--- src/rtl/serializer_pkg.sv ---
// Shared constants and helpers for the multi-lane serializer.
package serializer_pkg;

    // TMDS control-period style idle symbol, sent whenever no word is buffered.
    localparam logic [9:0] DEFAULT_IDLE_WORD = 10'b1101010100;

    // Number of clocks needed to shift one lane word out.
    function automatic int phases_of(input int data_w, input int bits_per_clk);
        return data_w / bits_per_clk;
    endfunction

    // Width of the shared phase counter; at least one bit.
    function automatic int cnt_width_of(input int data_w, input int bits_per_clk);
        int phases;
        phases = data_w / bits_per_clk;
        return (phases > 1) ? $clog2(phases) : 1;
    endfunction

endpackage

--- src/rtl/serializer_lane.sv ---
// One serializer lane: shift register plus output-slice ordering.
// The word is loaded on i_load and then shifted BITS_PER_CLK bits per clock
// toward the output end with zero fill. Slice bit 0 is always the earlier bit.
module serializer_lane
    import serializer_pkg::*;
#(
    parameter int DATA_W       = 10,
    parameter int BITS_PER_CLK = 1,
    parameter bit MSB_FIRST    = 1'b0
) (
    input  logic                    i_clk,
    input  logic                    i_rst,
    input  logic                    i_load,
    input  logic [DATA_W-1:0]       i_word,
    output logic [BITS_PER_CLK-1:0] o_slice
);

    logic [DATA_W-1:0] r_shift;

    // Load a fresh word on the load edge, otherwise drain toward the output end.
    always_ff @(posedge i_clk) begin
        if (i_rst) begin
            r_shift <= '0;
        end else if (i_load) begin
            r_shift <= i_word;
        end else if (MSB_FIRST) begin
            r_shift <= r_shift << BITS_PER_CLK;
        end else begin
            r_shift <= r_shift >> BITS_PER_CLK;
        end
    end

    // Pick the output slice; the bit nearest the output end goes to slice bit 0.
    always_comb begin
        o_slice = '0;
        for (int b = 0; b < BITS_PER_CLK; b++) begin
            if (MSB_FIRST) begin
                o_slice[b] = r_shift[DATA_W-1-b];
            end else begin
                o_slice[b] = r_shift[b];
            end
        end
    end

endmodule

--- src/rtl/multi_serializer.sv ---
// Multi-lane parallel-to-serial converter for the DVI/TMDS output path.
// A one-deep holding register feeds all lanes in lockstep from one phase
// counter. When nothing is held at the load edge every lane sends IDLE_WORD,
// and once the first word has been accepted that event is flagged as a
// sticky underflow.
//
// Handshake: a transfer happens on a rising clk edge where valid_i && ready_o.
// ready_o depends only on the holding register state and the phase counter,
// never on valid_i; data_i is sampled only on the transfer edge. A word taken
// on the load edge waits in the holding register for the following load edge.
module multi_serializer
    import serializer_pkg::*;
#(
    parameter int                CHANNELS     = 4,
    parameter int                DATA_W       = 10,
    parameter int                BITS_PER_CLK = 1,
    parameter bit                MSB_FIRST    = 1'b0,
    parameter logic [DATA_W-1:0] IDLE_WORD    = DEFAULT_IDLE_WORD
) (
    input  logic                             clk_i,
    input  logic                             rst_i,
    input  logic [CHANNELS*DATA_W-1:0]       data_i,
    input  logic                             valid_i,
    output logic                             ready_o,
    output logic [CHANNELS*BITS_PER_CLK-1:0] data_o,
    output logic                             load_o,
    output logic                             underflow_o,
    input  logic                             clear_i
);

    localparam int PHASES = phases_of(DATA_W, BITS_PER_CLK);
    localparam int CNT_W  = cnt_width_of(DATA_W, BITS_PER_CLK);
    localparam logic [CNT_W-1:0] LAST_PHASE = CNT_W'(PHASES - 1);

    // Reject configurations the lane slicing cannot support.
    generate
        if (!((BITS_PER_CLK == 1 || BITS_PER_CLK == 2) && (DATA_W % BITS_PER_CLK == 0))) begin : g_bad_params
            $error("multi_serializer: BITS_PER_CLK must be 1 or 2 and divide DATA_W");
        end
    endgenerate

    logic [CNT_W-1:0]           r_cnt;
    logic [CHANNELS*DATA_W-1:0] r_hold;
    logic                       r_hold_valid;
    logic                       r_armed;
    logic                       r_underflow;
    logic                       r_load;

    logic w_load_edge;
    logic w_ready;
    logic w_xfer;
    logic w_underflow_set;

    // Control decode: load edge, ready and transfer.
    always_comb begin
        w_load_edge     = (r_cnt == LAST_PHASE);
        w_ready         = !r_hold_valid || w_load_edge;
        w_xfer          = valid_i && w_ready;
        w_underflow_set = w_load_edge && !r_hold_valid && r_armed;
    end

    // Phase counter, holding register, arming and sticky underflow.
    always_ff @(posedge clk_i) begin
        if (rst_i) begin
            r_cnt        <= '0;
            r_hold       <= '0;
            r_hold_valid <= 1'b0;
            r_armed      <= 1'b0;
            r_underflow  <= 1'b0;
            r_load       <= 1'b0;
        end else begin
            r_cnt  <= w_load_edge ? '0 : r_cnt + CNT_W'(1);
            r_load <= w_load_edge;
            if (w_xfer) begin
                r_hold       <= data_i;
                r_hold_valid <= 1'b1;
                r_armed      <= 1'b1;
            end else if (w_load_edge) begin
                r_hold_valid <= 1'b0;
            end
            // A new underflow takes priority over a simultaneous clear.
            if (w_underflow_set) begin
                r_underflow <= 1'b1;
            end else if (clear_i) begin
                r_underflow <= 1'b0;
            end
        end
    end

    // One lane per channel; all share the load strobe from the phase counter.
    for (genvar c = 0; c < CHANNELS; c++) begin : g_lane
        logic [DATA_W-1:0] w_word;
        assign w_word = r_hold_valid ? r_hold[c*DATA_W +: DATA_W] : IDLE_WORD;

        serializer_lane #(
            .DATA_W       (DATA_W),
            .BITS_PER_CLK (BITS_PER_CLK),
            .MSB_FIRST    (MSB_FIRST)
        ) u_lane (
            .i_clk   (clk_i),
            .i_rst   (rst_i),
            .i_load  (w_load_edge),
            .i_word  (w_word),
            .o_slice (data_o[c*BITS_PER_CLK +: BITS_PER_CLK])
        );
    end

    assign ready_o     = w_ready;
    assign load_o      = r_load;
    assign underflow_o = r_underflow;

endmodule

--- config.mk ---
export PLATFORM = sky130hd
export DESIGN_NAME = multi_serializer
export DESIGN_NICKNAME = d
export VERILOG_FILES = /design/src/rtl/serializer_pkg.sv /design/src/rtl/serializer_lane.sv /design/src/rtl/multi_serializer.sv
export SDC_FILE = /design/constraint.sdc
export NUM_CORES = 1
export LEC_CHECK = 0
export ABC_CLOCK_PERIOD_IN_PS = 2600
export CAP_MARGIN = 5
export CORE_MARGIN = 5
export CORE_UTILIZATION = 30
export CTS_CLUSTER_SIZE = 8
export DETAILED_ROUTE_END_ITERATION = 10
export PLACE_DENSITY = 0.59
export SLEW_MARGIN = 40
export SYNTH_ARGS = -nofsm -noshare
export SYNTH_HDL_FRONTEND = slang
export SYNTH_SLANG_ARGS = --single-unit
export TNS_END_PERCENT = 50
--- constraint.sdc ---
create_clock -name clk_i -period 2.6 [get_ports clk_i]
set_input_delay 0.78 -clock clk_i [delete_from_list [all_inputs] [get_ports clk_i]]
set_output_delay 0.78 -clock clk_i [all_outputs]
set_load 0.01 [all_outputs]
* Yosys cells after proc, flatten, opt, wreduce, memory -nomap -nowiden
Index checks and enable logic that the tools add are counted.
** Cells by class
- $add $sub $neg :: 1
- Multiply operators :: 0
- Div/mod/pow operators :: 0
- Magnitude comparators :: 0
- Equal/unequal tests :: 1
- Shift-type cells :: 0
- Muxes and demuxes :: 12
- Bitwise gates (word level) :: 1
- Reductions and logical operators :: 9
** Operators by type and width (count)
- $mux W10 :: 4
- $mux W9 :: 4
- $add A4 B1 Y4 const B :: 1
- $eq A4 B4 Y1 const B :: 1
- $mux W1 :: 4
- $reduce_bool A2 Y1 :: 2
- $reduce_or A2 Y1 :: 2
- $logic_and A1 B1 Y1 :: 3
- $logic_not A1 Y1 :: 1
- $logic_or A1 B1 Y1 :: 1
- $not A1 Y1 :: 1
** Storage, ports and cells
- Bits in registers :: 88
- Latch bits :: 0
- Memory bits (writable) :: 0
- Memory bits (read-only) :: 0
- Input port bits :: 44
- Output and inout bits :: 7
- Word-level logic and storage cells :: 38
- Memories kept :: 0

* Logic depth before layout (Yosys ltp)
Gate-level depths: netlist of run 1.
- Word-level depth :: 4
- Depth in mapped cells :: 7
- Gate-level depth less buffers :: 5

* By module
Synthesis of run 1 repeated with hierarchy kept, for this count alone.
** Unflattened totals
- Cell total of the unflattened synthesis :: 374
- Area, all modules :: 3962.6 um^2
** Modules (own cells, without submodules)
- multi_serializer :: instances 1, cells an instance 250, area each 2551.2 um^2, sequential area each 960.9 um^2
- serializer_lane :: instances 4, cells an instance 31, area each 352.8 um^2, sequential area each 200.2 um^2

* Least setup slack after synthesis of run 1
No wires, ideal clock.
- Kind :: register to output
- From :: register r_hold_valid
- To :: output port ready_o
- Data arrival time :: 0.861 ns
- Data required time :: 1.820 ns
- Path slack :: 0.959 ns
- Cell stages (with the launch flop) :: 4
- Path buffers :: 2
- Cell sequence :: dfxtp_1 > buf_4 > clkbuf_1 > nand2_1
** On the way
- Cells in the longest elaborated chain, start to end :: 2
** Ends and longest elaborated chain
- start: declaration :: line multi_serializer.sv:44 : logic r_hold_valid;
- start signal: assignment :: line multi_serializer.sv:67 : r_hold_valid <= 1'b0;
- start signal: assignment :: line multi_serializer.sv:76 : r_hold_valid <= 1'b1;
- start signal: assignment :: line multi_serializer.sv:79 : r_hold_valid <= 1'b0;
- $logic_not A1 Y1 :: line multi_serializer.sv:57 : w_ready = !r_hold_valid || w_load_edge;
- $logic_or A1 B1 Y1 :: line multi_serializer.sv:57
- end: declaration :: line multi_serializer.sv:24 : output logic ready_o,
Every way passes these cells.

* Worst setup path in the final report of run 1
- From :: register r_cnt[0]
- To :: output port ready_o
** On the way
- Cells in the longest elaborated chain, start to end :: 2
** Ends and longest elaborated chain
- start: declaration :: line multi_serializer.sv:42 : logic [CNT_W-1:0] r_cnt;
- start signal: assignment :: line multi_serializer.sv:72 : r_cnt <= w_load_edge ? '0 : r_cnt + CNT_W'(1);
- $eq A4 B4 Y1 :: line multi_serializer.sv:56 : w_load_edge = (r_cnt == LAST_PHASE);
- $logic_or A1 B1 Y1 :: line multi_serializer.sv:57
Every way passes these cells.

==> impl_metrics.xml, run 1 <==
<?xml version="1.0" encoding="UTF-8"?>
<metrics>
  <group name="outcome">
    <metric name="run_status" unit="">completed</metric>
  </group>
  <group name="timing">
    <metric name="timing.final.max_slew_violations" unit="">0</metric>
    <metric name="slew_worst_pin" unit="ns">0.407</metric>
    <metric name="unrepaired_setup_endpoints_after_global_routing" unit="">no</metric>
    <metric name="post-route-period-util" unit="%">95.4</metric>
    <metric name="finalSetupViolations" unit="">0</metric>
    <metric name="setup-tns-final" unit="ns">0</metric>
    <metric name="hold_violations" unit="">0</metric>
    <metric name="maxClockFrequency" unit="GHz">0.403</metric>
    <metric name="finalClockSkew" unit="ns">0.00743</metric>
    <metric name="slew_headroom" unit="%">72.9</metric>
    <metric name="period_needed" unit="ns">2.48</metric>
  </group>
  <group name="drt">
    <metric name="avgRoutedWirePerCell" unit="µm">12.9</metric>
    <metric name="vias_per_cell" unit="">4.43</metric>
    <metric name="drt_first_pass_iters" unit="">4</metric>
    <metric name="routed_wirelength" unit="mm">6.50</metric>
    <metric name="drt_drc_violations_left" unit="">0</metric>
    <metric name="via_count" unit="">2235</metric>
    <metric name="drc_marker_count_from_the_first_detailed_route_iteration" unit="">78</metric>
    <metric name="final_antenna_net_count" unit="">0</metric>
  </group>
  <group name="finish">
    <metric name="post_layout_nonfiller_instances" unit="">504</metric>
    <metric name="final_layout_size_suffix_gt1_share" unit="%">8.31</metric>
    <metric name="filler_cell_count" unit="">1154</metric>
    <metric name="flow.area_growth_from_synthesis" unit="%">25.3</metric>
    <metric name="n_antenna_cell" unit="">0</metric>
    <metric name="layout.nets" unit="">402</metric>
  </group>
  <group name="critical_path">
    <metric name="worstPathArrival" unit="ns">1.70</metric>
    <metric name="crit_slowest_cell" unit="">clkdlybuf4s50_1</metric>
    <metric name="crit_chain" unit="">ha_1 &gt; nand3b_4 &gt; nand2_1 &gt; clkdlybuf4s50_1</metric>
    <metric name="worstReg2RegEnd" unit="">g_lane[1].u_lane.r_shift[7]</metric>
    <metric name="crit_required" unit="ns">1.82</metric>
    <metric name="worst_reg2reg_path_depth" unit="">5</metric>
    <metric name="timing.critical_path.slowest_cell_delay" unit="ns">0.53</metric>
    <metric name="crit_family" unit="">buffers and inverters</metric>
    <metric name="worst_setup_path_end_kind" unit="">primary output</metric>
    <metric name="criticalPathCategory" unit="">flop to primary output</metric>
    <metric name="rr_startpoint" unit="">r_hold_valid</metric>
    <metric name="rrSetupSlack" unit="ns">0.98</metric>
    <metric name="startpoint_types" unit="">flop</metric>
    <metric name="worst-path-max-fanout" unit="">7</metric>
    <metric name="crit_buf_inv" unit="">1</metric>
  </group>
  <group name="hold_path">
    <metric name="worstHoldEndpoint" unit="">g_lane[3].u_lane.r_shift[3]</metric>
    <metric name="worst_hold_path.num_cells" unit="">1</metric>
    <metric name="holdCritPathClass" unit="">flop to flop</metric>
    <metric name="holdCritStartpoint" unit="">g_lane[3].u_lane.r_shift[4]</metric>
  </group>
  <group name="clocking">
    <metric name="post_cts.resized_instances" unit="">0</metric>
    <metric name="clk_path_buf_depth" unit="">2</metric>
    <metric name="hold_buffers" unit="">0</metric>
    <metric name="numCtsBuffers" unit="">9</metric>
    <metric name="clk_latency" unit="ns">0.33</metric>
    <metric name="clock-sinks" unit="">88</metric>
    <metric name="h_tree_level_count" unit="">3</metric>
    <metric name="cts_post_setup_buffers_inserted" unit="">0</metric>
    <metric name="clock_tree.root_cell" unit="">clkbuf_16</metric>
    <metric name="clock_tree_from_tritoncts" unit="">yes</metric>
    <metric name="clkTransAtPathRegs" unit="ns">0.06</metric>
  </group>
  <group name="synthesis">
    <metric name="yosys_most_used_dff" unit="">dfxtp_1</metric>
    <metric name="synth_area_leader_cell" unit="">dfxtp_1</metric>
    <metric name="yosys_register_bits" unit="">88</metric>
    <metric name="yosys-top-cells-area" unit="">dfxtp_1, nand2b_1, mux2i_1</metric>
    <metric name="post_synthesis_cell_count" unit="">315</metric>
    <metric name="post_synth.cell_area_avg" unit="µm²">11.0</metric>
    <metric name="asyncSetResetFlopFracSynth" unit="%">0</metric>
    <metric name="yosysMostFrequentCell" unit="">nand2b_1</metric>
    <metric name="syn-num-nets" unit="">361</metric>
    <metric name="synth-edff-count" unit="">0</metric>
    <metric name="commonest_cells_in_the_synthesized_netlist" unit="">nand2b_1, dfxtp_1, mux2i_1</metric>
    <metric name="synth_area" unit="mm²">0.00346</metric>
    <metric name="synth.top_cell.area_share" unit="%">50.9</metric>
    <metric name="yosysUniqueCellTypes" unit="">23</metric>
    <metric name="synth-warning-count" unit="">0</metric>
    <metric name="synth_seq_area_share" unit="%">50.9</metric>
  </group>
  <group name="pwr">
    <metric name="p_leak" unit="nW">1.70</metric>
    <metric name="maximum_vdd_drop" unit="mV">0.320</metric>
    <metric name="power_density" unit="mW/mm²">683</metric>
  </group>
  <group name="floorplan">
    <metric name="design.core.area" unit="mm²">0.0114</metric>
    <metric name="die_boundary_height" unit="µm">117</metric>
    <metric name="dieArea" unit="mm²">0.0138</metric>
    <metric name="initial_utilization" unit="%">30.5</metric>
    <metric name="die_width" unit="µm">117</metric>
    <metric name="num_rows" unit="">39</metric>
    <metric name="total_i_o_pin_count" unit="">51</metric>
  </group>
  <group name="job">
    <metric name="max_cap_viol_count" unit="">0</metric>
  </group>
  <group name="placed_design">
    <metric name="place.detailed.hpwl" unit="mm">4.09</metric>
    <metric name="final_weighted_congestion_of_routability_driven_global_placement" unit="">0.694</metric>
    <metric name="number_of_input_and_output_port_buffers_inserted" unit="">50</metric>
    <metric name="dp.cells" unit="">488</metric>
  </group>
  <group name="global_route">
    <metric name="grt_pass1_wl" unit="mm">11.1</metric>
    <metric name="grt_start_max_net_pins" unit="">42</metric>
    <metric name="grt_use_total" unit="%">9.75</metric>
    <metric name="grt_antenna_before_repair" unit="">0</metric>
    <metric name="grt-ovfl-total" unit="">0</metric>
    <metric name="via_count_of_the_first_global_routing_pass" unit="">2359</metric>
  </group>
</metrics>
## how the worst max path moves through the flow
stage | start | to | depth (start not counted)
3_3_place_gp | r_cnt[0] | ready_o | 4
6_report | r_cnt[0] | ready_o | 4
2_1_floorplan | r_hold_valid | ready_o | 3
3_5_place_dp | r_cnt[0] | ready_o | 4
5_1_grt | r_cnt[0] | ready_o | 4
4_1_cts | r_cnt[0] | ready_o | 4
## routing by layer
layer | GRT usage [%] | wire, µm
met5 | 0 | 0
met4 | 2.18 | 30
met3 | 3.85 | 264
met2 | 15.4 | 3010
met1 | 12.6 | 3190
## stage by stage
stage	power (mW)	setup slack [ns]	area [µm²]	hold WS [ns]	utilization, %
after floorplan	1.60	0.959	3460	0.426	-
after global placement	1.69	0.500	4030	0.429	35.5
after detailed placement	1.70	0.466	4030	0.434	35.5
after CTS	3.01	0.0918	4340	0.452	38.2
after global routing	3.10	0.0258	4340	0.463	38.2
final	2.96	0.120	4340	0.447	38.2
## where the power goes
part / total [mW] / switching, mW / internal [mW]
Sequential: 1.42 / 0.0235 / 1.39
Clock: 1.30 / 0.522 / 0.780
Combinational: 0.244 / 0.102 / 0.142
## final cells by class
cell class                      count  area, µm²  share of cell area [%]
Clock buffer                       11        243                    5.60
Inverter                            2       7.51                   0.173
Tap cell                          143        179                    4.12
Sequential cell                    88       1760                    40.6
Multi-Input combinational cell    197       1520                    34.9
Timing Repair Buffer               58        568                    13.1
Clock inverter                      5       63.8                    1.47
## cell families (layout without fill, tap and decap cells)
logic type                 after synthesis  in the layout  share of synthesized area (%)
xor gates and xnor gates                 2              2                          0.506
AOI/OAI and AO/OA                       44             44                           10.9
adders and majority gates                2              2                          0.723
and+or+nand+nor                        109            109                           19.4
muxes                                   40             40                           11.6
buffers and inverters                   30             76                           5.96
DFF                                     88             88                           50.9
## flip-flops by register name, summed over array words and instances (netlist names)
name,flops
g_lane.u_lane.r_shift,40
load_o,1
r_armed,1
r_cnt,4
r_hold,40
r_hold_valid,1
underflow_o,1
## cell usage in the layout, fill, tap and decap left out, types with 2 or more instances in the layout
master	Yosys	layout
nand2b_1	97	97
dfxtp_1	88	88
clkdlybuf4s50_1	0	49
mux2i_1	40	40
a22o_1	36	36
clkbuf_16	0	9
buf_4	8	7
nor2_1	7	6
o21a_1	4	4
inv_1	2	2
ha_1	2	2
inv_6	0	2
Note: power is estimated with default switching activity, not from simulation.
==> run 2, diff against run 1 <==
Settings changed: CORE_UTILIZATION 30 to 55, DONT_BUFFER_PORTS set to 1, PLACE_DENSITY 0.59 to 0.8.
==> impl_metrics.xml, run 2 (synthesized netlist as in run 1, its figures left out) <==
<?xml version="1.0" encoding="UTF-8"?>
<metrics>
  <group name="outcome">
    <metric name="run_status" unit="">completed</metric>
  </group>
  <group name="timing">
    <metric name="post-route-period-util" unit="%">77.8</metric>
    <metric name="setup-tns-final" unit="ns">0</metric>
    <metric name="slew_headroom" unit="%">50.7</metric>
    <metric name="unrepaired_setup_endpoints_after_global_routing" unit="">no</metric>
    <metric name="slew_worst_pin" unit="ns">0.736</metric>
    <metric name="maxClockFrequency" unit="GHz">0.494</metric>
    <metric name="hold_violations" unit="">0</metric>
    <metric name="finalSetupViolations" unit="">0</metric>
    <metric name="fin_worst_hold_slack" unit="ns">0.448</metric>
    <metric name="timing.final.max_slew_violations" unit="">0</metric>
    <metric name="finalClockSkew" unit="ns">0.00592</metric>
    <metric name="period_needed" unit="ns">2.02</metric>
    <metric name="post-route-worst-setup-slack" unit="ns">0.577</metric>
  </group>
  <group name="hold_path">
    <metric name="holdCritPathClass" unit="">flop to flop</metric>
    <metric name="worst_hold_path.num_cells" unit="">1</metric>
    <metric name="holdCritStartpoint" unit="">g_lane[2].u_lane.r_shift[4]</metric>
    <metric name="worstHoldEndpoint" unit="">g_lane[2].u_lane.r_shift[3]</metric>
  </group>
  <group name="floorplan">
    <metric name="die_width" unit="µm">89.3</metric>
    <metric name="total_i_o_pin_count" unit="">51</metric>
    <metric name="design.core.area" unit="mm²">0.00624</metric>
    <metric name="num_rows" unit="">29</metric>
    <metric name="die_boundary_height" unit="µm">89.3</metric>
    <metric name="dieArea" unit="mm²">0.00798</metric>
    <metric name="initial_utilization" unit="%">55.5</metric>
  </group>
  <group name="clocking">
    <metric name="clock_tree_from_tritoncts" unit="">yes</metric>
    <metric name="post_cts.resized_instances" unit="">0</metric>
    <metric name="clkTransAtPathRegs" unit="ns">0.08</metric>
    <metric name="clock_tree.root_cell" unit="">clkbuf_8</metric>
    <metric name="h_tree_level_count" unit="">3</metric>
    <metric name="numCtsBuffers" unit="">9</metric>
    <metric name="clk_latency" unit="ns">0.34</metric>
    <metric name="cts_post_setup_buffers_inserted" unit="">0</metric>
    <metric name="clk_path_buf_depth" unit="">2</metric>
    <metric name="hold_buffers" unit="">0</metric>
    <metric name="clock-sinks" unit="">88</metric>
  </group>
  <group name="drt">
    <metric name="drt_drc_violations_left" unit="">0</metric>
    <metric name="drc_marker_count_from_the_first_detailed_route_iteration" unit="">144</metric>
    <metric name="via_count" unit="">2035</metric>
    <metric name="drt_first_pass_iters" unit="">4</metric>
    <metric name="avgRoutedWirePerCell" unit="µm">15.3</metric>
    <metric name="routed_wirelength" unit="mm">5.92</metric>
    <metric name="vias_per_cell" unit="">5.27</metric>
    <metric name="final_antenna_net_count" unit="">0</metric>
  </group>
  <group name="critical_path">
    <metric name="worst-path-max-fanout" unit="">7</metric>
    <metric name="timing.critical_path.slowest_cell_delay" unit="ns">0.38</metric>
    <metric name="rr_startpoint" unit="">r_cnt[1]</metric>
    <metric name="crit_family" unit="">flip-flops</metric>
    <metric name="crit_slowest_cell" unit="">dfxtp_1</metric>
    <metric name="worstPathArrival" unit="ns">1.24</metric>
    <metric name="crit_buf_inv" unit="">0</metric>
    <metric name="startpoint_types" unit="">flop</metric>
    <metric name="worst_reg2reg_path_depth" unit="">6</metric>
    <metric name="criticalPathCategory" unit="">flop to primary output</metric>
    <metric name="crit_chain" unit="">ha_1 &gt; nand3b_4 &gt; nand2_1</metric>
    <metric name="rrSetupSlack" unit="ns">0.61</metric>
    <metric name="crit_cells" unit="">3</metric>
    <metric name="worstReg2RegEnd" unit="">g_lane[1].u_lane.r_shift[2]</metric>
    <metric name="crit_required" unit="ns">1.82</metric>
    <metric name="worst_setup_path_end_kind" unit="">primary output</metric>
  </group>
  <group name="global_route">
    <metric name="grt_use_total" unit="%">16.0</metric>
    <metric name="grt-ovfl-total" unit="">0</metric>
    <metric name="grt_start_max_net_pins" unit="">88</metric>
    <metric name="grt_pass1_wl" unit="mm">9.67</metric>
    <metric name="grt_antenna_before_repair" unit="">0</metric>
    <metric name="via_count_of_the_first_global_routing_pass" unit="">2080</metric>
  </group>
  <group name="finish">
    <metric name="flow.area_growth_from_synthesis" unit="%">6.65</metric>
    <metric name="n_antenna_cell" unit="">0</metric>
    <metric name="filler_cell_count" unit="">520</metric>
    <metric name="design_area" unit="mm²">0.00369</metric>
    <metric name="layout_top_registers" unit="">g_lane.u_lane.r_shift (40), r_hold (40), r_cnt (4)</metric>
    <metric name="layout_commonest_cell" unit="">nand2b_1</metric>
    <metric name="multiInputGateArea" unit="mm²">0.00152</metric>
    <metric name="final_layout_size_suffix_gt1_share" unit="%">9.06</metric>
    <metric name="layout.nets" unit="">350</metric>
    <metric name="layout.cells.most_common_list" unit="">nand2b_1, dfxtp_1, mux2i_1, a22o_1, clkbuf_8</metric>
    <metric name="ff_latch_area" unit="mm²">0.00176</metric>
  </group>
  <group name="placed_design">
    <metric name="detailedPlace.worstSlack" unit="ns">0.608</metric>
    <metric name="place.detailed.hpwl" unit="mm">3.84</metric>
    <metric name="final_weighted_congestion_of_routability_driven_global_placement" unit="">0.752</metric>
    <metric name="number_of_input_and_output_port_buffers_inserted" unit="">0</metric>
    <metric name="placed_area" unit="mm²">0.00344</metric>
  </group>
  <group name="pwr">
    <metric name="power_density" unit="mW/mm²">738</metric>
    <metric name="p_leak" unit="nW">1.47</metric>
    <metric name="design_power_total" unit="mW">2.72</metric>
    <metric name="maximum_vdd_drop" unit="mV">0.471</metric>
  </group>
  <group name="job">
    <metric name="max_cap_viol_count" unit="">0</metric>
  </group>
</metrics>
==> run 2: metal layers <==
layer	part of all wire, %	track usage, %	vias to the layer above
met5	0	0	-
met4	0.52	5.28	0
met3	4.6	6.73	2
met2	49	25.5	28
met1	45	19.5	978
li1	-	-	1027
==> run 2: report_power, final <==
group	internal (mW)	switching (mW)	total [mW]
logic	0.0831	0.0751	0.158
registers	1.39	0.0256	1.42
clock network	0.689	0.458	1.15
total	2.17	0.558	2.72
==> run 2: through the flow <==
| stage | utilization [%] | cells |
|---|---|---|
| floorplan | - | 315 |
| global placement | 55.1 | 370 |
| detailed placement | 55.1 | 370 |
| CTS | 59.2 | 386 |
| global route | 59.2 | 386 |
| finish | 59.2 | 386 |
==> run 2: cell type report <==
type                       count  share of cell area, %
sequential                    88                   47.7
multi-input combinational    197                   41.0
clock buffer                  11                   4.10
clock inverter                 5                   2.78
tap                           77                   2.61
timing repair buffer           6                   1.56
inverter                       2                  0.203
==> run 2: worst max-delay path by stage <==
stage | to | slack, ns | start
6_report | ready_o | 0.58 | r_cnt[0]
5_1_grt | g_lane[1].u_lane.r_shift[7] | 0.44 | r_cnt[1]
4_1_cts | ready_o | 0.55 | r_cnt[0]
3_5_place_dp | g_lane[1].u_lane.r_shift[8] | 0.61 | r_cnt[1]
3_3_place_gp | g_lane[1].u_lane.r_shift[8] | 0.65 | rst_i
2_1_floorplan | ready_o | 0.96 | r_hold_valid
==> run 2: worst reg2reg max path, stage by stage, from the launching register on <==
cell      delay (ns)
dfxtp_1         0.36
inv_1           0.05
ha_1            0.21
nand3b_4        0.14
nor2b_2         0.64
buf_4           0.36
a22o_1          0.18
==> run 3, diff against run 2 <==
Settings changed: ABC_CLOCK_PERIOD_IN_PS 2600 to 2000.
Clock period 2.6 ns to 2 ns, I/O delays scaled along.
==> impl_metrics.xml, run 3 (synthesized netlist as in run 1, its figures left out) <==
<?xml version="1.0" encoding="UTF-8"?>
<metrics>
  <group name="timing">
    <metric name="post-route-worst-setup-slack" unit="ns">0.129</metric>
    <metric name="hold_violations" unit="">0</metric>
    <metric name="setup-tns-final" unit="ns">0</metric>
    <metric name="slew_worst_pin" unit="ns">0.406</metric>
    <metric name="finalClockSkew" unit="ns">0.00487</metric>
    <metric name="timing.final.max_slew_violations" unit="">0</metric>
    <metric name="slew_headroom" unit="%">72.9</metric>
    <metric name="fin_worst_hold_slack" unit="ns">0.359</metric>
    <metric name="unrepaired_setup_endpoints_after_global_routing" unit="">no</metric>
    <metric name="post-route-period-util" unit="%">93.6</metric>
    <metric name="maxClockFrequency" unit="GHz">0.534</metric>
    <metric name="period_needed" unit="ns">1.87</metric>
    <metric name="finalSetupViolations" unit="">0</metric>
  </group>
  <group name="clocking">
    <metric name="h_tree_level_count" unit="">3</metric>
    <metric name="clock-sinks" unit="">88</metric>
    <metric name="post_cts.resized_instances" unit="">0</metric>
    <metric name="clkTransAtPathRegs" unit="ns">0.08</metric>
    <metric name="cts_post_setup_buffers_inserted" unit="">0</metric>
    <metric name="numCtsBuffers" unit="">9</metric>
    <metric name="hold_buffers" unit="">0</metric>
    <metric name="clk_path_buf_depth" unit="">2</metric>
    <metric name="clock_tree_from_tritoncts" unit="">yes</metric>
    <metric name="clock_tree.root_cell" unit="">clkbuf_8</metric>
    <metric name="clk_latency" unit="ns">0.34</metric>
  </group>
  <group name="finish">
    <metric name="layout_commonest_cell" unit="">nand2b_1</metric>
    <metric name="final_layout_size_suffix_gt1_share" unit="%">9.35</metric>
    <metric name="n_antenna_cell" unit="">0</metric>
    <metric name="flow.area_growth_from_synthesis" unit="%">5.20</metric>
    <metric name="final_util" unit="%">58.4</metric>
    <metric name="layout.nets" unit="">351</metric>
    <metric name="design_area" unit="mm²">0.00364</metric>
    <metric name="post_layout_nonfiller_instances" unit="">387</metric>
    <metric name="layout.cells.most_common_list" unit="">nand2b_1, dfxtp_1, mux2i_1, a22o_1, clkbuf_8</metric>
    <metric name="layout_top_registers" unit="">g_lane.u_lane.r_shift (40), r_hold (40), r_cnt (4)</metric>
  </group>
  <group name="critical_path">
    <metric name="crit_slowest_cell" unit="">dfxtp_1</metric>
    <metric name="cp-startpoint" unit="">r_cnt[0]</metric>
    <metric name="worstReg2RegEnd" unit="">g_lane[1].u_lane.r_shift[0]</metric>
    <metric name="crit_required" unit="ns">1.40</metric>
    <metric name="rr_startpoint" unit="">r_cnt[0]</metric>
    <metric name="rrSetupSlack" unit="ns">0.41</metric>
    <metric name="criticalPathCategory" unit="">flop to primary output</metric>
    <metric name="setup.worst_path.end" unit="">ready_o</metric>
    <metric name="worst_setup_path_end_kind" unit="">primary output</metric>
    <metric name="worstPathArrival" unit="ns">1.27</metric>
    <metric name="startpoint_types" unit="">flop</metric>
    <metric name="crit_chain" unit="">ha_1 &gt; nand3b_4 &gt; nand2_1</metric>
    <metric name="worst-path-max-fanout" unit="">7</metric>
    <metric name="worst_reg2reg_path_depth" unit="">5</metric>
    <metric name="timing.critical_path.slowest_cell_delay" unit="ns">0.40</metric>
  </group>
  <group name="global_route">
    <metric name="via_count_of_the_first_global_routing_pass" unit="">1993</metric>
    <metric name="grt_use_total" unit="%">16.4</metric>
    <metric name="grt_pass1_wl" unit="mm">9.82</metric>
    <metric name="grt_start_max_net_pins" unit="">88</metric>
    <metric name="grt-ovfl-total" unit="">0</metric>
    <metric name="grt_antenna_before_repair" unit="">0</metric>
  </group>
  <group name="hold_path">
    <metric name="holdCritPathClass" unit="">input pin to flop</metric>
  </group>
  <group name="drt">
    <metric name="avgRoutedWirePerCell" unit="µm">15.1</metric>
    <metric name="final_antenna_net_count" unit="">0</metric>
    <metric name="routed_wirelength" unit="mm">5.86</metric>
    <metric name="drc_marker_count_from_the_first_detailed_route_iteration" unit="">129</metric>
    <metric name="drt_first_pass_iters" unit="">4</metric>
    <metric name="drt_drc_violations_left" unit="">0</metric>
    <metric name="via_count" unit="">2047</metric>
    <metric name="vias_per_cell" unit="">5.29</metric>
  </group>
  <group name="pwr">
    <metric name="p_leak" unit="nW">1.45</metric>
    <metric name="maximum_vdd_drop" unit="mV">0.452</metric>
    <metric name="design_power_total" unit="mW">3.24</metric>
    <metric name="power_density" unit="mW/mm²">889</metric>
  </group>
  <group name="placed_design">
    <metric name="dp.cells" unit="">371</metric>
    <metric name="number_of_input_and_output_port_buffers_inserted" unit="">0</metric>
    <metric name="final_weighted_congestion_of_routability_driven_global_placement" unit="">0.715</metric>
    <metric name="placed_area" unit="mm²">0.00345</metric>
    <metric name="detailedPlace.worstSlack" unit="ns">0.428</metric>
    <metric name="place.detailed.hpwl" unit="mm">3.64</metric>
  </group>
  <group name="job">
    <metric name="max_cap_viol_count" unit="">0</metric>
  </group>
  <group name="outcome">
    <metric name="run_status" unit="">completed</metric>
  </group>
  <group name="floorplan">
    <metric name="dieArea" unit="mm²">0.00798</metric>
    <metric name="design.core.area" unit="mm²">0.00624</metric>
    <metric name="initial_utilization" unit="%">55.5</metric>
    <metric name="num_rows" unit="">29</metric>
    <metric name="die_width" unit="µm">89.3</metric>
    <metric name="total_i_o_pin_count" unit="">51</metric>
    <metric name="die_boundary_height" unit="µm">89.3</metric>
  </group>
</metrics>
## run 3: cell count changes in the layout (fill, tap and decap cells not counted), sizes merged
cell,before,now
bufinv,3,1
buf,6,7
clkbuf,11,9
clkinvlp,1,2
clkinv,1,4
## run 3: how the worst min path moves through the flow
stage | startpoint | to | slack, ns | cells after the start
after floorplan | g_lane[0].u_lane.r_shift[1] | g_lane[0].u_lane.r_shift[0] | 0.43 | 1
after global placement | g_lane[1].u_lane.r_shift[2] | g_lane[1].u_lane.r_shift[1] | 0.43 | 1
after detailed placement | g_lane[2].u_lane.r_shift[4] | g_lane[2].u_lane.r_shift[3] | 0.43 | 1
after CTS | rst_i | r_hold_valid | 0.31 | 1
after global routing | rst_i | r_hold_valid | 0.32 | 1
final | rst_i | r_hold_valid | 0.36 | 1
## run 3: critical path, delay by kind of cell, from the launching register on
family,cells,cell delay (ns)
simple gates,2,0.30
flops,1,0.40
fa+ha+maj,1,0.23
## run 3: where the power goes
| group | internal (mW) | switching, mW | total, mW |
|---|---|---|---|
| logic | 0.111 | 0.0968 | 0.208 |
| registers | 1.81 | 0.0343 | 1.84 |
| clock network | 0.576 | 0.608 | 1.18 |
## run 3: per-layer routing
metal	track usage [%]	share of wire, %	vias to the layer above
met3	4.42	3.9	10
met5	0	0	-
met4	9.07	1.8	0
met2	24.7	48	31
met1	21.1	46	971
li1	-	-	1035
## run 3: cell type report
cell class              instances  area [µm²]
inverters                       2        7.51
repair buffers                  7        65.1
clock inverters                 7        72.6
clock buffers                   9         124
fillers                       525        2600
flip-flops and latches         88        1760
multi-input cells             197        1520
well taps                      77        96.3
==> RTL edit 1, RTL diff (config.mk and constraints of run 3) <==
Reset style: asynchronous (`i_rst` and `rst_i`), changed in 2 clocked blocks.
--- a/src/rtl/serializer_lane.sv
+++ b/src/rtl/serializer_lane.sv
@@ -19,5 +19,5 @@
 
     // Load a fresh word on the load edge, otherwise drain toward the output end.
-    always_ff @(posedge i_clk) begin
+    always_ff @(posedge i_clk or posedge i_rst) begin
         if (i_rst) begin
             r_shift <= '0;
--- a/src/rtl/multi_serializer.sv
+++ b/src/rtl/multi_serializer.sv
@@ -61,5 +61,5 @@
 
     // Phase counter, holding register, arming and sticky underflow.
-    always_ff @(posedge clk_i) begin
+    always_ff @(posedge clk_i or posedge rst_i) begin
         if (rst_i) begin
             r_cnt        <= '0;
Check against the original RTL: differs if rst_i is asserted again (counterexample within 4 cycles, from zero or initial values and one cycle with rst_i high); with rst_i held inactive, the same outputs for 10 cycles.
==> RTL edit 1 against run 3 <==
Area after synthesis shrank 0.51%. Wire length shrank 6.3%. Power grew 12%. Utilization grew 3.8 points. Clock skew grew 0.0055 ns. Register-to-register slack lost 0.12 ns. Highest routed layer unchanged. Critical endpoint unchanged. Cell area grew 2.2%. Sequential cell count is the same. Worst setup slack gained 0.053 ns. Sequential share of layout area grew 11 points. Non-clock buffer count is the same.
==> RTL edit 1: results (changes against run 3) <==
{| class="wikitable"
! Metric !! Value
|-
| Gp weighted congestion || 0.727 (was 0.715)
|-
| Worst-case vdd ir drop || 0.618 mV (was 0.452 mV)
|-
| Transition time at the pin with the least slew margin || 0.450 ns (was 0.406 ns)
|-
| Net count of the finished layout || 326 (was 351)
|-
| Worst reg2reg startpoint || r_cnt[2]$_DFF_PP0_ (was r_cnt[0]$_SDFF_PP0_)
|-
| Proportion of synthesized area in mux cells || 13.7% (was 11.6%)
|-
| Synth top area cells || sky130_fd_sc_hd__dfrtp_1 (64%), sky130_fd_sc_hd__mux2_2 (11%), sky130_fd_sc_hd__nand2_1 (6.4%) (was sky130_fd_sc_hd__dfxtp_1 (51%), sky130_fd_sc_hd__nand2b_1 (18%), sky130_fd_sc_hd__mux2i_1 (12%))
|-
| Slowest stage delay, CP || 0.42 ns (was 0.40 ns)
|-
| Path class of the lowest-slack min-delay path || input port to asynchronous set/reset pin (was input port to flop)
|-
| Cell count after placement || 346 (was 371)
|-
| First-pass GRT wire length || 9370 um (was 9820 um)
|-
| Final-layout fill cell count || 467 (was 525)
|-
| All-Layer GR Usage || 15.5% (was 16.4%)
|-
| Net Switching || 0.775 mW (was 0.740 mW)
|-
| Outcome || complete, no violations (unchanged)
|-
| Asr flop ratio synth || 100% (was 0%)
|-
| Compound-gate portion of the synthesized area || 7.16% (was 10.9%)
|-
| Number of global-route vias before repair || 1,971 (was 1,993)
|-
| Clock share of power || 36.8% (was 36.6%)
|-
| Final cell count without fillers || 361 (was 387)
|-
| Parity-gate share of the synthesized area counting xor and xnor cells || 0.254% (was 0.506%)
|-
| Post-synth top cells || sky130_fd_sc_hd__dfrtp_1 (88), sky130_fd_sc_hd__nand2_1 (59), sky130_fd_sc_hd__o21ai_0 (37) (was sky130_fd_sc_hd__nand2b_1 (97), sky130_fd_sc_hd__dfxtp_1 (88), sky130_fd_sc_hd__mux2i_1 (40))
|-
| Met1 track demand over resource || 19.6% (was 21.1%)
|-
| Most frequent cell after synthesis || sky130_fd_sc_hd__dfrtp_1 (was sky130_fd_sc_hd__nand2b_1)
|-
| Maximum number of pins on one net before global-route repair || 89 (was 88)
|-
| Largest fanout on the critical path || 27 (was 7)
|-
| Master of the slowest instance on the critical path || sky130_fd_sc_hd__dfrtp_1 (was sky130_fd_sc_hd__dfxtp_1)
|-
| Comb power || 0.283 mW (was 0.208 mW)
|-
| Length of routed met2 wiring || 2730 um (was 2840 um)
|-
| Reg-to-Reg End || r_hold[5]$_DFFE_PP0P_ (was g_lane[1].u_lane.r_shift[0]$_SDFF_PP0_)
|-
| DP Worst Slack || 0.303 ns (was 0.428 ns)
|-
| DRC marker count from the first detailed-route iteration || 87 (was 129)
|-
| Part of the Yosys area used for sequential elements || 63.9% (was 50.9%)
|-
| Highest clock frequency the design can meet || 550 MHz (was 534 MHz)
|}
-- RTL edit 1: cell count changes after synthesis, sizes merged, moves of 6 or more --
cell | run 3 | this run
a22o | 36 | 1
buf | 19 | 13
dfrtp | 0 | 88
dfxtp | 88 | 0
inv | 2 | 10
mux2 | 0 | 41
mux2i | 40 | 1
nand2 | 1 | 59
nand2b | 97 | 1
nor2 | 7 | 0
nor2b | 1 | 16
o21ai | 0 | 37
-- RTL edit 1: through the flow --
stage	hold slack [ns]	cell area, um^2
6_report	0.231	3720
5_1_grt	0.266	3720
4_1_cts	0.254	3720
3_5_place_dp	0.438	3500
3_3_place_gp	0.428	3500
2_1_floorplan	0.426	3450
-- RTL edit 1: layout make-up --
class                   count  area [um^2]  area share, %
clock inverters             3         65.1           1.75
inverters                  10         41.3           1.11
repair buffers              7         77.6           2.08
well taps                  75         93.8           2.52
multi-input cells         166         1090           29.2
flip-flops and latches     88         2200           59.1
clock buffers              12          155           4.17
==> RTL edit 2, RTL diff (flow settings as in run 3) <==
Made on the original files. `MSB_FIRST` is set to 1'b0 in 2 places; all go to 1'b1.
--- a/src/rtl/serializer_lane.sv
+++ b/src/rtl/serializer_lane.sv
@@ -7,5 +7,5 @@
     parameter int DATA_W       = 10,
     parameter int BITS_PER_CLK = 1,
-    parameter bit MSB_FIRST    = 1'b0
+    parameter bit MSB_FIRST    = 1'b1
 ) (
     input  logic                    i_clk,
--- a/src/rtl/multi_serializer.sv
+++ b/src/rtl/multi_serializer.sv
@@ -15,5 +15,5 @@
     parameter int                DATA_W       = 10,
     parameter int                BITS_PER_CLK = 1,
-    parameter bit                MSB_FIRST    = 1'b0,
+    parameter bit                MSB_FIRST    = 1'b1,
     parameter logic [DATA_W-1:0] IDLE_WORD    = DEFAULT_IDLE_WORD
 ) (
Function: same outputs for any inputs over 10 cycles, from zero or initial values and one cycle with rst_i high; that may be too few to reach the edited logic, so the function may still have changed.
==> RTL edit 2 against run 3 <==
Worst setup slack better by 0.054 ns. Final cell count is 7.0% higher. Power is 0.89% higher. Sequential cell count stayed put. Cell area is 2.5% higher. Area after synthesis is 2.8% higher. Critical path depth stayed put. Maximum frequency is 3.0% higher. Count of clock-buffer cells in the layout is 4 higher. Register-to-register slack worse by 0.13 ns. First-iteration DRC count is 12% higher. Wire length is 5.4% higher. Hold slack worse by 0.018 ns. Critical endpoint unchanged.
==> RTL edit 2: results (changes against run 3) <==
{| class="wikitable"
! Metric !! Value
|-
| Main synth FF type || sky130_fd_sc_hd__dfxtp_1 (unchanged)
|-
| Post-synth top cells || sky130_fd_sc_hd__dfxtp_1 (88), sky130_fd_sc_hd__nand2b_1 (81), sky130_fd_sc_hd__mux2i_1 (40) (was sky130_fd_sc_hd__nand2b_1 (97), sky130_fd_sc_hd__dfxtp_1 (88), sky130_fd_sc_hd__mux2i_1 (40))
|-
| Outcome || complete, no violations (unchanged)
|-
| Largest fanout on the critical path || 8 (was 7)
|-
| Max Buffers Root-to-Sink || 2 (unchanged)
|-
| Gp weighted congestion || 0.731 (was 0.715)
|-
| Synth top area cells || sky130_fd_sc_hd__dfxtp_1 (50%), sky130_fd_sc_hd__nand2b_1 (14%), sky130_fd_sc_hd__mux2i_1 (11%) (was sky130_fd_sc_hd__dfxtp_1 (51%), sky130_fd_sc_hd__nand2b_1 (18%), sky130_fd_sc_hd__mux2i_1 (12%))
|-
| Warnings from Yosys || 0 (unchanged)
|-
| Vias per cell || 5.33 (was 5.29)
|-
| Net Switching || 0.699 mW (was 0.740 mW)
|-
| Slew HR || 63.6% (was 72.9%)
|-
| Largest registers || g_lane.u_lane.r_shift x40, r_hold x40, r_cnt x4 (unchanged)
|-
| DR pass1 iterations || 4 (unchanged)
|-
| Final setup skew || 0.00537 ns (was 0.00487 ns)
|-
| Total Wirelength || 6180 um (was 5860 um)
|-
| Number of global-route vias before repair || 2,215 (was 1,993)
|-
| Clock slew at the register clock pins of the worst setup and hold paths || 0.08 ns (about the same)
|-
| Asr flop ratio synth || 0% (unchanged)
|-
| First-pass GRT wire length || 10,400 um (was 9820 um)
|-
| Critical path arrival || 1.22 ns (was 1.27 ns)
|-
| Crit-path leading delay family || flip-flops (unchanged)
|-
| Largest area contributor in the synthesized netlist || sky130_fd_sc_hd__dfxtp_1 (unchanged)
|-
| Antenna diode count || 0 (unchanged)
|-
| All-Layer GR Usage || 15.5% (was 16.4%)
|-
| Share of power burned in registers || 56.8% (was 57.0%)
|-
| Slowest stage delay, CP || 0.39 ns
|-
| H-tree levels || 3 (unchanged)
|-
| Net count of the finished layout || 378 (was 351)
|-
| LEAKAGE || 1.40 nW (was 1.45 nW)
|-
| Part of the Yosys area used for sequential elements || 49.5% (was 50.9%)
|-
| # DRC || 0 (unchanged)
|-
| Input/output buffers || 0 (unchanged)
|-
| Proportion of layout cells with a drive suffix above 1 || 8.90% (was 9.35%)
|-
| Distinct cell type count of the synthesized netlist || 27 (was 23)
|-
| Detail Placement HPWL || 3790 um (was 3640 um)
|-
| Initial antenna violation count || 0 (unchanged)
|-
| Maximum number of pins on one net before global-route repair || 111 (was 88)
|-
| Net count after synthesis || 388 (was 361)
|-
| DRC marker count from the first detailed-route iteration || 145 (was 129)
|-
| Worst-case vdd ir drop || 0.423 mV (was 0.452 mV)
|-
| Path class of the lowest-slack min-delay path || input port to flop (unchanged)
|-
| Clock Tree Root || sky130_fd_sc_hd__clkbuf_8 (unchanged)
|}
-- RTL edit 2: cell types whose count changed after synthesis, sizes merged, moves of 2 or more --
cell,change
nor3,+23
nor3b,+21
a22o,-20
nand2b,-16
nor2,+16
and2,+4
o21a,-4
buf,+2
-- RTL edit 2: through the flow --
stage               std cells  worst slack (ns)  util (%)  instance area, um^2
CTS                       411           0.00466      58.8                 3710
detailed placement        395             0.315      55.6                 3510
floorplan                 342             0.425         -                 3560
global placement          395             0.365      55.6                 3510
global route              414            0.0885      59.2                 3730
finish                    414             0.183      59.2                 3730
-- RTL edit 2: cell type report --
class	count	area [um^2]
flip-flops and latches	88	1760
repair buffers	10	87.6
multi-input cells	222	1590
clock inverters	3	40.0
fillers	543	2580
inverters	1	3.75
clock buffers	13	159
well taps	77	96.3
-- RTL edit 2: repair_timing --
action | CTS | global route
hold buffers | 0 | 0
resized for setup | 0 | 1
buffers inserted | 0 | 3
setup endpoints to repair | 0 | 1
-- RTL edit 2: power by group through the flow --
stage / sequential (mW) / clock [mW] / combinational [mW]
global route: 1.86 / 1.33 / 0.209
floorplan: 1.88 / 0 / 0.204
finish: 1.86 / 1.22 / 0.189
global placement: 1.89 / 0 / 0.187
detailed placement: 1.90 / 0 / 0.193
CTS: 1.86 / 1.25 / 0.193
-- RTL edit 2: layer usage --
| metal | track usage, % | vias up | part of all wire, % |
|---|---|---|---|
| li1 | - | 1114 | - |
| met3 | 4.75 | 11 | 4.1 |
| met5 | 0 | - | 0 |
| met1 | 19.6 | 1039 | 49 |
| met4 | 7.07 | 0 | 1.9 |
| met2 | 24.0 | 44 | 45 |
-- RTL edit 2: kinds of logic (layout without fill, tap and decap cells) --
logic type | count (synthesis) | after routing | synth area share [%]
compound gates | 20 | 20 | 4.82
xor+xnor | 2 | 2 | 0.492
fa+ha+maj | 2 | 2 | 0.703
buf+inv | 32 | 27 | 6.19
flops | 88 | 88 | 49.5
mux | 40 | 40 | 11.3
simple gates | 158 | 158 | 27.0
-- RTL edit 2: final timing paths --
check | endpoint | start | slack [ns] | cells after the start
worst max-delay path | ready_o | r_cnt[0]$_SDFF_PP0_ | 0.18 | 3
worst min-delay path | underflow_o$_SDFFE_PP0P_ | rst_i | 0.34 | 1
worst max register to register | r_hold[37]$_SDFFE_PP0P_ | r_cnt[0]$_SDFF_PP0_ | 0.28 | 6
worst min register to register | g_lane[3].u_lane.r_shift[5]$_SDFF_PP0_ | g_lane[3].u_lane.r_shift[4]$_SDFF_PP0_ | 0.44 | 1
